### src/rtl/i2c_slave_rx_controller_if.sv
// Pin-side, byte-reader and user-side signals of the I2C slave receive controller.
// slave: controller view; master: environment view (bus pins, reader, consumer).
interface i2c_slave_rx_controller_if;
    logic       enable;
    logic       scl;
    logic       sda;
    logic       sda_pull;
    logic       rd_go;
    logic       rd_data;
    logic       rd_load;
    logic       rd_finish;
    logic [7:0] rx_data;
    logic       rx_valid;
    logic       rx_ready;
    logic       addressed;
    logic       overflow;
    logic       bus_error;

    modport slave (
        input  enable, scl, sda, rd_data, rd_load, rd_finish, rx_ready,
        output sda_pull, rd_go, rx_data, rx_valid, addressed, overflow, bus_error
    );

    modport master (
        output enable, scl, sda, rd_data, rd_load, rd_finish, rx_ready,
        input  sda_pull, rd_go, rx_data, rx_valid, addressed, overflow, bus_error
    );
endinterface

### src/rtl/i2c_slave_rx_controller.sv
// I2C slave master-write sequencer: START/STOP detect, address match, ACK/NACK, one-byte rx buffer.
// Bus events act SYNC_STAGES+1 cycles after the pin edge; a full buffer NACKs the byte instead of stalling.
module i2c_slave_rx_controller #(
    parameter logic [6:0] SLAVE_ADDR  = 7'h42,
    parameter int         SYNC_STAGES = 2
) (
    input logic                      clock,
    input logic                      reset,
    i2c_slave_rx_controller_if.slave bus
);
    typedef enum logic [2:0] {IDLE, ADDR, ADDR_ACK, DATA, DATA_ACK, IGNORE} state_t;

    state_t                 state;
    logic [SYNC_STAGES-1:0] scl_sync;
    logic [SYNC_STAGES-1:0] sda_sync;
    logic                   scl_prev;
    logic                   sda_prev;
    logic [7:0]             shreg;
    logic [3:0]             bit_cnt;
    logic                   ack;
    logic                   ack_driven;
    logic                   sda_pull;
    logic                   rd_go;
    logic [7:0]             rx_data;
    logic                   rx_valid;
    logic                   addressed;
    logic                   overflow;
    logic                   bus_error;

    logic scl_cur, sda_cur;
    logic start_det, stop_det, scl_fall, mid_byte;

    assign scl_cur = scl_sync[SYNC_STAGES-1];
    assign sda_cur = sda_sync[SYNC_STAGES-1];

    // scl must be high on both samples so a data change at the scl fall is never mistaken for START/STOP
    assign start_det = scl_prev & scl_cur & sda_prev & ~sda_cur;
    assign stop_det  = scl_prev & scl_cur & ~sda_prev & sda_cur;
    assign scl_fall  = scl_prev & ~scl_cur;
    assign mid_byte  = ((state == ADDR) || (state == DATA)) && (bit_cnt != 4'd0) && (bit_cnt < 4'd8);

    always_ff @(posedge clock or posedge reset) begin
        if (reset) begin
            scl_sync <= '1;
            sda_sync <= '1;
            scl_prev <= 1'b1;
            sda_prev <= 1'b1;
        end else begin
            scl_sync <= {scl_sync[SYNC_STAGES-2:0], bus.scl};
            sda_sync <= {sda_sync[SYNC_STAGES-2:0], bus.sda};
            scl_prev <= scl_cur;
            sda_prev <= sda_cur;
        end
    end

    always_ff @(posedge clock or posedge reset) begin
        if (reset) begin
            state      <= IDLE;
            shreg      <= 8'd0;
            bit_cnt    <= 4'd0;
            ack        <= 1'b0;
            ack_driven <= 1'b0;
            sda_pull   <= 1'b0;
            rd_go      <= 1'b0;
            rx_data    <= 8'd0;
            rx_valid   <= 1'b0;
            addressed  <= 1'b0;
            overflow   <= 1'b0;
            bus_error  <= 1'b0;
        end else begin
            overflow  <= 1'b0;
            bus_error <= 1'b0;
            if (rx_valid && bus.rx_ready)
                rx_valid <= 1'b0;

            if (!bus.enable) begin
                state      <= IDLE;
                rd_go      <= 1'b0;
                sda_pull   <= 1'b0;
                addressed  <= 1'b0;
                bit_cnt    <= 4'd0;
                shreg      <= 8'd0;
                ack_driven <= 1'b0;
            end else if (start_det || stop_det) begin
                // bus events beat a coincident rd_finish; rd_go drops so the reader restarts at bit 0
                bus_error  <= mid_byte;
                state      <= start_det ? ADDR : IDLE;
                rd_go      <= 1'b0;
                sda_pull   <= 1'b0;
                addressed  <= 1'b0;
                bit_cnt    <= 4'd0;
                shreg      <= 8'd0;
                ack_driven <= 1'b0;
            end else begin
                case (state)
                    IDLE: rd_go <= 1'b0;
                    ADDR, DATA: begin
                        rd_go <= 1'b1;
                        if (bus.rd_finish) begin
                            rd_go      <= 1'b0;
                            bit_cnt    <= 4'd0;
                            ack_driven <= 1'b0;
                            if (state == ADDR) begin
                                if (shreg == {SLAVE_ADDR, 1'b0}) begin
                                    ack       <= 1'b1;
                                    addressed <= 1'b1;
                                    state     <= ADDR_ACK;
                                end else begin
                                    state <= IGNORE;
                                end
                            end else if (!rx_valid || bus.rx_ready) begin
                                rx_data  <= shreg;
                                rx_valid <= 1'b1;
                                ack      <= 1'b1;
                                state    <= DATA_ACK;
                            end else begin
                                ack      <= 1'b0;
                                overflow <= 1'b1;
                                state    <= DATA_ACK;
                            end
                        end else if (bus.rd_load) begin
                            shreg   <= {shreg[6:0], bus.rd_data};
                            bit_cnt <= bit_cnt + 4'd1;
                        end
                    end
                    ADDR_ACK, DATA_ACK: begin
                        rd_go <= 1'b0;
                        // first fall opens the 9th clock, second fall closes it
                        if (scl_fall) begin
                            if (!ack_driven) begin
                                sda_pull   <= ack;
                                ack_driven <= 1'b1;
                            end else begin
                                sda_pull   <= 1'b0;
                                ack_driven <= 1'b0;
                                state      <= ack ? DATA : IGNORE;
                            end
                        end
                    end
                    IGNORE: begin
                        rd_go    <= 1'b0;
                        sda_pull <= 1'b0;
                    end
                    default: state <= IDLE;
                endcase
            end
        end
    end

    assign bus.sda_pull  = sda_pull;
    assign bus.rd_go     = rd_go;
    assign bus.rx_data   = rx_data;
    assign bus.rx_valid  = rx_valid;
    assign bus.addressed = addressed;
    assign bus.overflow  = overflow;
    assign bus.bus_error = bus_error;
endmodule

### src/flat_wrapper.sv
// flat-port wrapper written by rule: the top's interface ports become plain ports
module i2c_slave_rx_controller_flat 
#(
    parameter logic [6:0] SLAVE_ADDR  = 7'h42,
    parameter int         SYNC_STAGES = 2
)
  (clock, reset, bus_enable, bus_scl, bus_sda, bus_rd_data, bus_rd_load, bus_rd_finish, bus_rx_ready, bus_sda_pull, bus_rd_go, bus_rx_data, bus_rx_valid, bus_addressed, bus_overflow, bus_bus_error);
  i2c_slave_rx_controller_if bus_i ();
  input logic clock;
  input logic reset;
  input wire logic [$bits(bus_i.enable)-1:0] bus_enable;
  input wire logic [$bits(bus_i.scl)-1:0] bus_scl;
  input wire logic [$bits(bus_i.sda)-1:0] bus_sda;
  input wire logic [$bits(bus_i.rd_data)-1:0] bus_rd_data;
  input wire logic [$bits(bus_i.rd_load)-1:0] bus_rd_load;
  input wire logic [$bits(bus_i.rd_finish)-1:0] bus_rd_finish;
  input wire logic [$bits(bus_i.rx_ready)-1:0] bus_rx_ready;
  output wire logic [$bits(bus_i.sda_pull)-1:0] bus_sda_pull;
  output wire logic [$bits(bus_i.rd_go)-1:0] bus_rd_go;
  output wire logic [$bits(bus_i.rx_data)-1:0] bus_rx_data;
  output wire logic [$bits(bus_i.rx_valid)-1:0] bus_rx_valid;
  output wire logic [$bits(bus_i.addressed)-1:0] bus_addressed;
  output wire logic [$bits(bus_i.overflow)-1:0] bus_overflow;
  output wire logic [$bits(bus_i.bus_error)-1:0] bus_bus_error;
  assign bus_i.enable = bus_enable;
  assign bus_i.scl = bus_scl;
  assign bus_i.sda = bus_sda;
  assign bus_i.rd_data = bus_rd_data;
  assign bus_i.rd_load = bus_rd_load;
  assign bus_i.rd_finish = bus_rd_finish;
  assign bus_i.rx_ready = bus_rx_ready;
  assign bus_sda_pull = bus_i.sda_pull;
  assign bus_rd_go = bus_i.rd_go;
  assign bus_rx_data = bus_i.rx_data;
  assign bus_rx_valid = bus_i.rx_valid;
  assign bus_addressed = bus_i.addressed;
  assign bus_overflow = bus_i.overflow;
  assign bus_bus_error = bus_i.bus_error;
  i2c_slave_rx_controller #(.SLAVE_ADDR(SLAVE_ADDR), .SYNC_STAGES(SYNC_STAGES)) u_core (.clock(clock), .reset(reset), .bus(bus_i));
endmodule
### config.mk
export PLATFORM = sky130hd
export DESIGN_NAME = i2c_slave_rx_controller_flat
export DESIGN_NICKNAME = d
export VERILOG_FILES = /design/src/rtl/i2c_slave_rx_controller_if.sv /design/src/rtl/i2c_slave_rx_controller.sv /design/src/flat_wrapper.sv
export SDC_FILE = /design/constraint.sdc
export NUM_CORES = 1
export LEC_CHECK = 0
export CAP_MARGIN = 20
export CORE_ASPECT_RATIO = 1.2
export CORE_MARGIN = 2
export CORE_UTILIZATION = 54
export CTS_CLUSTER_SIZE = 12
export DETAILED_ROUTE_END_ITERATION = 16
export PLACE_DENSITY = 0.85
export SLEW_MARGIN = 20
export SYNTH_ARGS = -nofsm -noshare
export SYNTH_HDL_FRONTEND = slang
export SYNTH_SLANG_ARGS = --single-unit
export TNS_END_PERCENT = 50
### constraint.sdc
create_clock -name clock -period 1.73 [get_ports clock]
set_input_delay 0.346 -clock clock [delete_from_list [all_inputs] [get_ports clock]]
set_output_delay 0.346 -clock clock [all_outputs]
set_load 0.02 [all_outputs]
### Word-level counts from Yosys, hierarchy flattened

Cells that the tools add are included.

| word-level totals | value |
|---|---|
| register bits after elaboration | 37 |
| bits of input ports | 9 |
| word-level logic and storage cells | 129 |

| cells by class | value |
|---|---|
| $add $sub $neg | 1 |
| magnitude comparators | 1 |
| equality and inequality tests | 21 |
| muxes and demuxes | 58 |
| bitwise gates (word level) | 11 |
| reduce and logical (&&, ||, !) cells | 21 |

Operator list:

| operator | number |
|---|---|
| two-way mux 8 bit | 5 |
| two-way mux 1 bit | 36 |
| two-way mux 3 bit | 8 |
| two-way mux 4 bit | 5 |
| inequality test 3 x 1 -> 1 bit, second input constant | 5 |
| inequality test 4 x 1 -> 1 bit, second input constant | 3 |
| inequality test 4 x 2 -> 1 bit, second input constant | 3 |
| case mux 3 bit (3 select lines) | 1 |
| equality test 8 bit, second input constant | 1 |
| AND reduction 4 bit | 2 |
| bitwise AND 1 bit | 6 |
| equality test 3 x 2 -> 1 bit, second input constant | 2 |
| equality test 3 bit, second input constant | 2 |
| inequality test 3 x 2 -> 1 bit, second input constant | 2 |
| case mux 1 bit (2 select lines) | 3 |
| AND reduction 3 bit | 2 |
| AND reduction 6 bit | 1 |
| OR reduction 2 bit | 3 |
| inverter 1 bit | 5 |
| AND reduction 5 bit | 1 |
| adder 4 x 1 -> 4 bit, second input constant | 1 |
| < comparator 4 bit, second input constant | 1 |
| inequality test 4 x 3 -> 1 bit, second input constant | 1 |
| AND reduction 2 bit | 2 |
| other kinds (8) | 12 |

### Longest topological paths before layout

| logic depth | value |
|---|---|
| word-level depth | 8 |
| depth in mapped cells | 6 |
| gate-level depth less buffers | 4 |

### Worst setup path before layout

Ideal clock, no wire load.

| timing | value |
|---|---|
| kind | flip-flop to flip-flop |
| start | register u_core.sda_sync[1] |
| end | register u_core.state[0] |
| arrival | 1.480 ns |
| data required time | 1.605 ns |
| slack | 0.125 ns |
| stages on the path, launching flop included | 6 |
| path buffers | 1 |
| period minus slack after synthesis | 1.605 ns |
| path through | dfstp_2 -> xor2_1 -> a31o_2 -> buf_2 -> a21oi_1 -> mux2_2 |

| on the way | value |
|---|---|
| longest elaborated chain between the ends | 5 |

RTL lines:

| item | line | RTL |
|---|---|---|
| start: declaration | i2c_slave_rx_controller.sv:15 | `logic [SYNC_STAGES-1:0] sda_sync;` |
| start signal: assignment | i2c_slave_rx_controller.sv:50 | `sda_sync <= {sda_sync[SYNC_STAGES-2:0], bus.sda};` |
| inverter 1 bit | i2c_slave_rx_controller.sv:37 | `assign start_det = scl_prev & scl_cur & sda_prev & ~sda_cur;` |
| bitwise AND 1 bit | i2c_slave_rx_controller.sv:37 |  |
| logical OR 1 bit / two-way mux 1 bit (equally long branches) | i2c_slave_rx_controller.sv:84, i2c_slave_rx_controller.sv:87 |  |
| inequality test 4 x 2 -> 1 bit (no source line) (tied with other cells) | - |  |
| AND reduction 4 bit (no source line) / two-way mux 3 bit (equally long branches) | - |  |
| end signal: assignment | i2c_slave_rx_controller.sv:87 | `state <= start_det ? ADDR : IDLE;` |
| end signal: assignment | i2c_slave_rx_controller.sv:136 | `state <= ack ? DATA : IGNORE;` |
| end: declaration | i2c_slave_rx_controller.sv:13 | `state_t state;` |

Parallel ways exist; a longest one is shown, timed or not.
A chain may end at the register's enable or synchronous reset.

### Final worst setup path

| timing | value |
|---|---|
| start | register u_core.rx_data[6] (netlist: u_core.bus.rx_data[6]) |
| end | output port bus_rx_data[6] |

RTL lines:

| item | line | RTL |
|---|---|---|
| start: declaration | i2c_slave_rx_controller.sv:24 | `logic [7:0] rx_data;` |
| start signal: assignment | i2c_slave_rx_controller.sv:112 | `rx_data <= shreg;` |
| end: declaration | flat_wrapper.sv:20 | `output wire logic [$bits(bus_i.rx_data)-1:0] bus_rx_data;` |

No word-level cell between the ends.

==> metrics.md <==
| Metric | Value |
|---|---|
| CTS H-Tree Depth | `2` |
| Family with the most delay on the worst path | `buffers and inverters` |
| Post-Synthesis Net Count | `177` |
| Data arrival time of the worst path | `1.32 ns` |
| Congestion Overflow GR | `0` |
| Max Root-Sink Buffers | `2` |
| Cell taking the most area after synthesis | `dfrtp_1` |
| Core Util, Final | `0.725` |
| Routed via count | `approximately 1400` |
| Unique masters post-synth | `45` |
| Worst Tran Pin Value | `approximately 0.33 ns` |
| TritonCTS Buffers | `5` |
| Switch Pwr | `between 0.4 and 0.5 mW` |
| Initial Util | `0.572` |
| Synth Flop Type | `dfrtp_1` |
| Final Cell Area | `~2300 um^2` |
| Power Internal | `1.21 mW` |
| DP HPWL | `2830 um` |
| Max-cap violations | `0` |
| CP Buf/Inv Count | `1` |
| Critical path required time | `~1.4 ns` |
| CP max FO | `2` |
| Status | `finished, final reports clean` |
| Average cell area after synthesis | `10.7 um^2` |
| Synth warnings | `0` |
| Final nets | `between 200 and 250` |
| Clk sinks | `37` |
| Highest-delay cell along the critical path | `clkdlybuf4s50_1` |
| Routability cong. | `0.917` |
| Synth Register Bits | `37` |
| FF-to-FF setup slack | `between 0.06 and 0.07 ns` |
| Hold Crit Class | `in -> async` |
| Post-placement cell area | `~2200 um^2` |
| Crit Path Class | `reg -> out` |
| Tcrit/Tclk final | `0.964` |
| Setup violators final | `0` |
| Non-Filler Instances | `roughly 240` |
| Pwr dens | `just over 700 nW/um^2` |
| Die area | `3770 um^2` |
| Placed Cells | `234` |
| Largest net degree at the start of global routing | `38` |
| Switching part of the total | `0.249` |
| Final Hold Fails | `0` |
| Vias in the first global route | `between 1500 and 2000` |
| First-pass GRT wire length | `6670 um` |
| Antenna Cells | `0` |
| Drc violations | `0` |
| Post-synth ARST share | `1.00` |
| Die Ht | `~67 um` |
| CTS clock-pin slew for the worst setup and hold paths | `0.11 ns` |
| Logic pwr share | `0.123` |
| Worst slew margin | `0.778` |
| Setup repair bufs after CTS | `0` |
| Total GRT Usage | `0.237` |
| Average wire per standard cell | `around 16 um` |
| DRT Pass-1 Iters | `4` |
| Worst path cell trace | `clkdlybuf4s50_1` |
| Final Max Slew Viols | `0` |
| Syn Std Cell Area | `roughly 1800 um^2` |
| Post-synth EDFFs | `0` |
| Vias/cell | `5.78` |
| Clock Skews | `approximately 0.0056 ns` |
| Number of port buffers | `22` |
| Crit. End Element | `output port` |
| Hold buffer count at cts | `0` |
| Maximum vdd drop | `between 600 and 700 uV` |
| Critical Path Start Type | `flop` |
| Routed WL | `roughly 3900 um` |
| Share of the synthesized area in the top cell type | `0.436` |
| Clk root buf | `clkbuf_4` |
| Antenna-violating nets left | `0` |
| Area growth syn-to-layout | `26.6%` |
| Post-Syn Instances | `166` |
| Sequential fraction of the synthesis area | `0.524` |
| CORE AREA | `about 3100 um^2` |
| Rows | `22` |
| CTS tree | `done` |
| Clock power frac | `0.319` |
| Synth area leaders | `dfrtp_1 (44%), dfstp_2 (8.9%), mux2_2 (5.7%)` |
| Slowest cell delay on critical path | `around 0.61 ns` |
| Antenna violations before repair | `0` |
| Share of layout cells above drive strength 1 | `0.252` |
| Fmax | `approximately 600 MHz` |
| DRT iter0 DRCs | `22` |
| Die Width | `about 56 um` |
| P_leak | `between 0.9 and 1 nW` |
| Sequential power share | `0.558` |
| RSZ-0062 raised after global routing | `no` |
| Top Ports | `23` |
| Latest clock arrival within the worst-skew pair | `~0.35 ns` |
| Post-layout min period | `1.67 ns` |
area by class of cell:
type,instances,area (um^2)
clock buffer,7,65.1
fill,221,856
timing repair buffer,39,373
tap,36,45.0
inverter,6,22.5
clock inverter,1,5.00
sequential,37,935
multi-input combinational,116,810
path summary, 6_finish.rpt:
kind                                       startpoint                 end  cells after the start
worst max-delay path            u_core.bus.rx_data[6]      bus_rx_data[6]                      1
worst min-delay path                            reset   u_core.ack_driven                      3
worst max register to register        u_core.shreg[0]     u_core.state[0]                      4
worst min register to register     u_core.scl_sync[0]  u_core.scl_sync[1]                      0
max in group asynchronous                       reset  u_core.sda_sync[1]                      3
min in group clock                 u_core.scl_sync[0]  u_core.scl_sync[1]                      0
power by group through the flow:
stage	Combinational [mW]	Sequential (mW)	Clock, mW
global placement	0.193	0.917	0
global route	0.221	0.906	0.553
finish	0.199	0.903	0.517
floorplan	0.112	0.911	0
CTS	0.198	0.902	0.525
detailed placement	0.197	0.918	0
synth_stat cells (2+ instances only):
| cell type | instances |
|---|---|
| and3_1 | 2 |
| nand2_1 | 20 |
| or4b_4 | 2 |
| o21ai_0 | 5 |
| nor2_1 | 10 |
| a21oi_1 | 18 |
| inv_1 | 6 |
| dfrtp_1 | 31 |
| dfstp_2 | 6 |
| nand3_1 | 2 |
| nand4_1 | 2 |
| xnor2_1 | 2 |
| nor2b_1 | 5 |
| mux2_2 | 9 |
| buf_2 | 6 |
| a32o_1 | 2 |
| nand4b_1 | 2 |
| a31oi_1 | 3 |
| nor3b_1 | 3 |
| nand2b_1 | 3 |
| ha_1 | 2 |
| xor2_1 | 2 |
registers in the layout (all words and copies together), names as in the netlist:
register,cells
u_core.ack,1
u_core.shreg,8
u_core.bus.rx_valid,1
u_core.bus.rd_go,1
u_core.state,3
u_core.bus.bus_error,1
u_core.sda_prev,1
u_core.bit_cnt,4
u_core.scl_prev,1
u_core.ack_driven,1
u_core.bus.sda_pull,1
u_core.scl_sync,2
u_core.bus.rx_data,8
u_core.sda_sync,2
u_core.bus.overflow,1
u_core.bus.addressed,1
placed cells by master (no fill, tap or decap), types with 2 or more instances in the layout:
master,count
a21oi_1,18
a31oi_1,3
a32o_1,2
and3_1,2
buf_12,2
buf_4,15
clkbuf_4,5
clkbuf_8,2
clkdlybuf4s50_1,22
dfrtp_1,30
dfstp_2,6
ha_1,2
inv_1,6
mux2_2,9
nand2_1,20
nand2b_1,3
nand3_1,2
nand4_1,2
nand4b_1,2
nor2_1,10
nor2b_1,5
nor3b_1,2
o21ai_0,5
or4b_4,2
xnor2_1,2
stage by stage:
stage / worst slack, ns / TNS [ns] / hold WS (ns) / power [mW]
2_1_floorplan: 0.125 / 0 / 0.345 / 1.02
3_3_place_gp: -0.0595 / -0.548 / 0.346 / 1.11
3_5_place_dp: -0.102 / -1.13 / 0.347 / 1.11
4_1_cts: 0.0273 / 0 / 0.343 / 1.62
5_1_grt: 0.0124 / 0 / 0.365 / 1.68
6_report: 0.0616 / 0 / 0.338 / 1.62
metal layers:
layer | vias to the layer above | wire [um] | track usage
met5 | - | 0 | 0
met4 | 0 | 99 | 0.140
met3 | 12 | 147 | 0.0563
met2 | 32 | 2040 | 0.415
met1 | 689 | 1590 | 0.261
li1 | 666 | - | -
kinds of logic (layout without fill, tap and decap cells):
logic type | Yosys count | in the layout | share of synthesized area
and+or+nand+nor | 59 | 59 | 0.191
AOI/OAI and AO/OA | 41 | 41 | 0.157
DFF | 37 | 37 | 0.524
buffers and inverters | 13 | 53 | 0.0316
muxes | 10 | 10 | 0.0625
xor gates and xnor gates | 4 | 4 | 0.0197
adders and majority gates | 2 | 2 | 0.0141
timing repair:
action / in CTS / in global routing
gates resized for setup: 0 / 4
endpoints found under the setup margin: 0 / 6
endpoints found under the hold margin: 0 / 0
(Power assumes the default switching activity.)
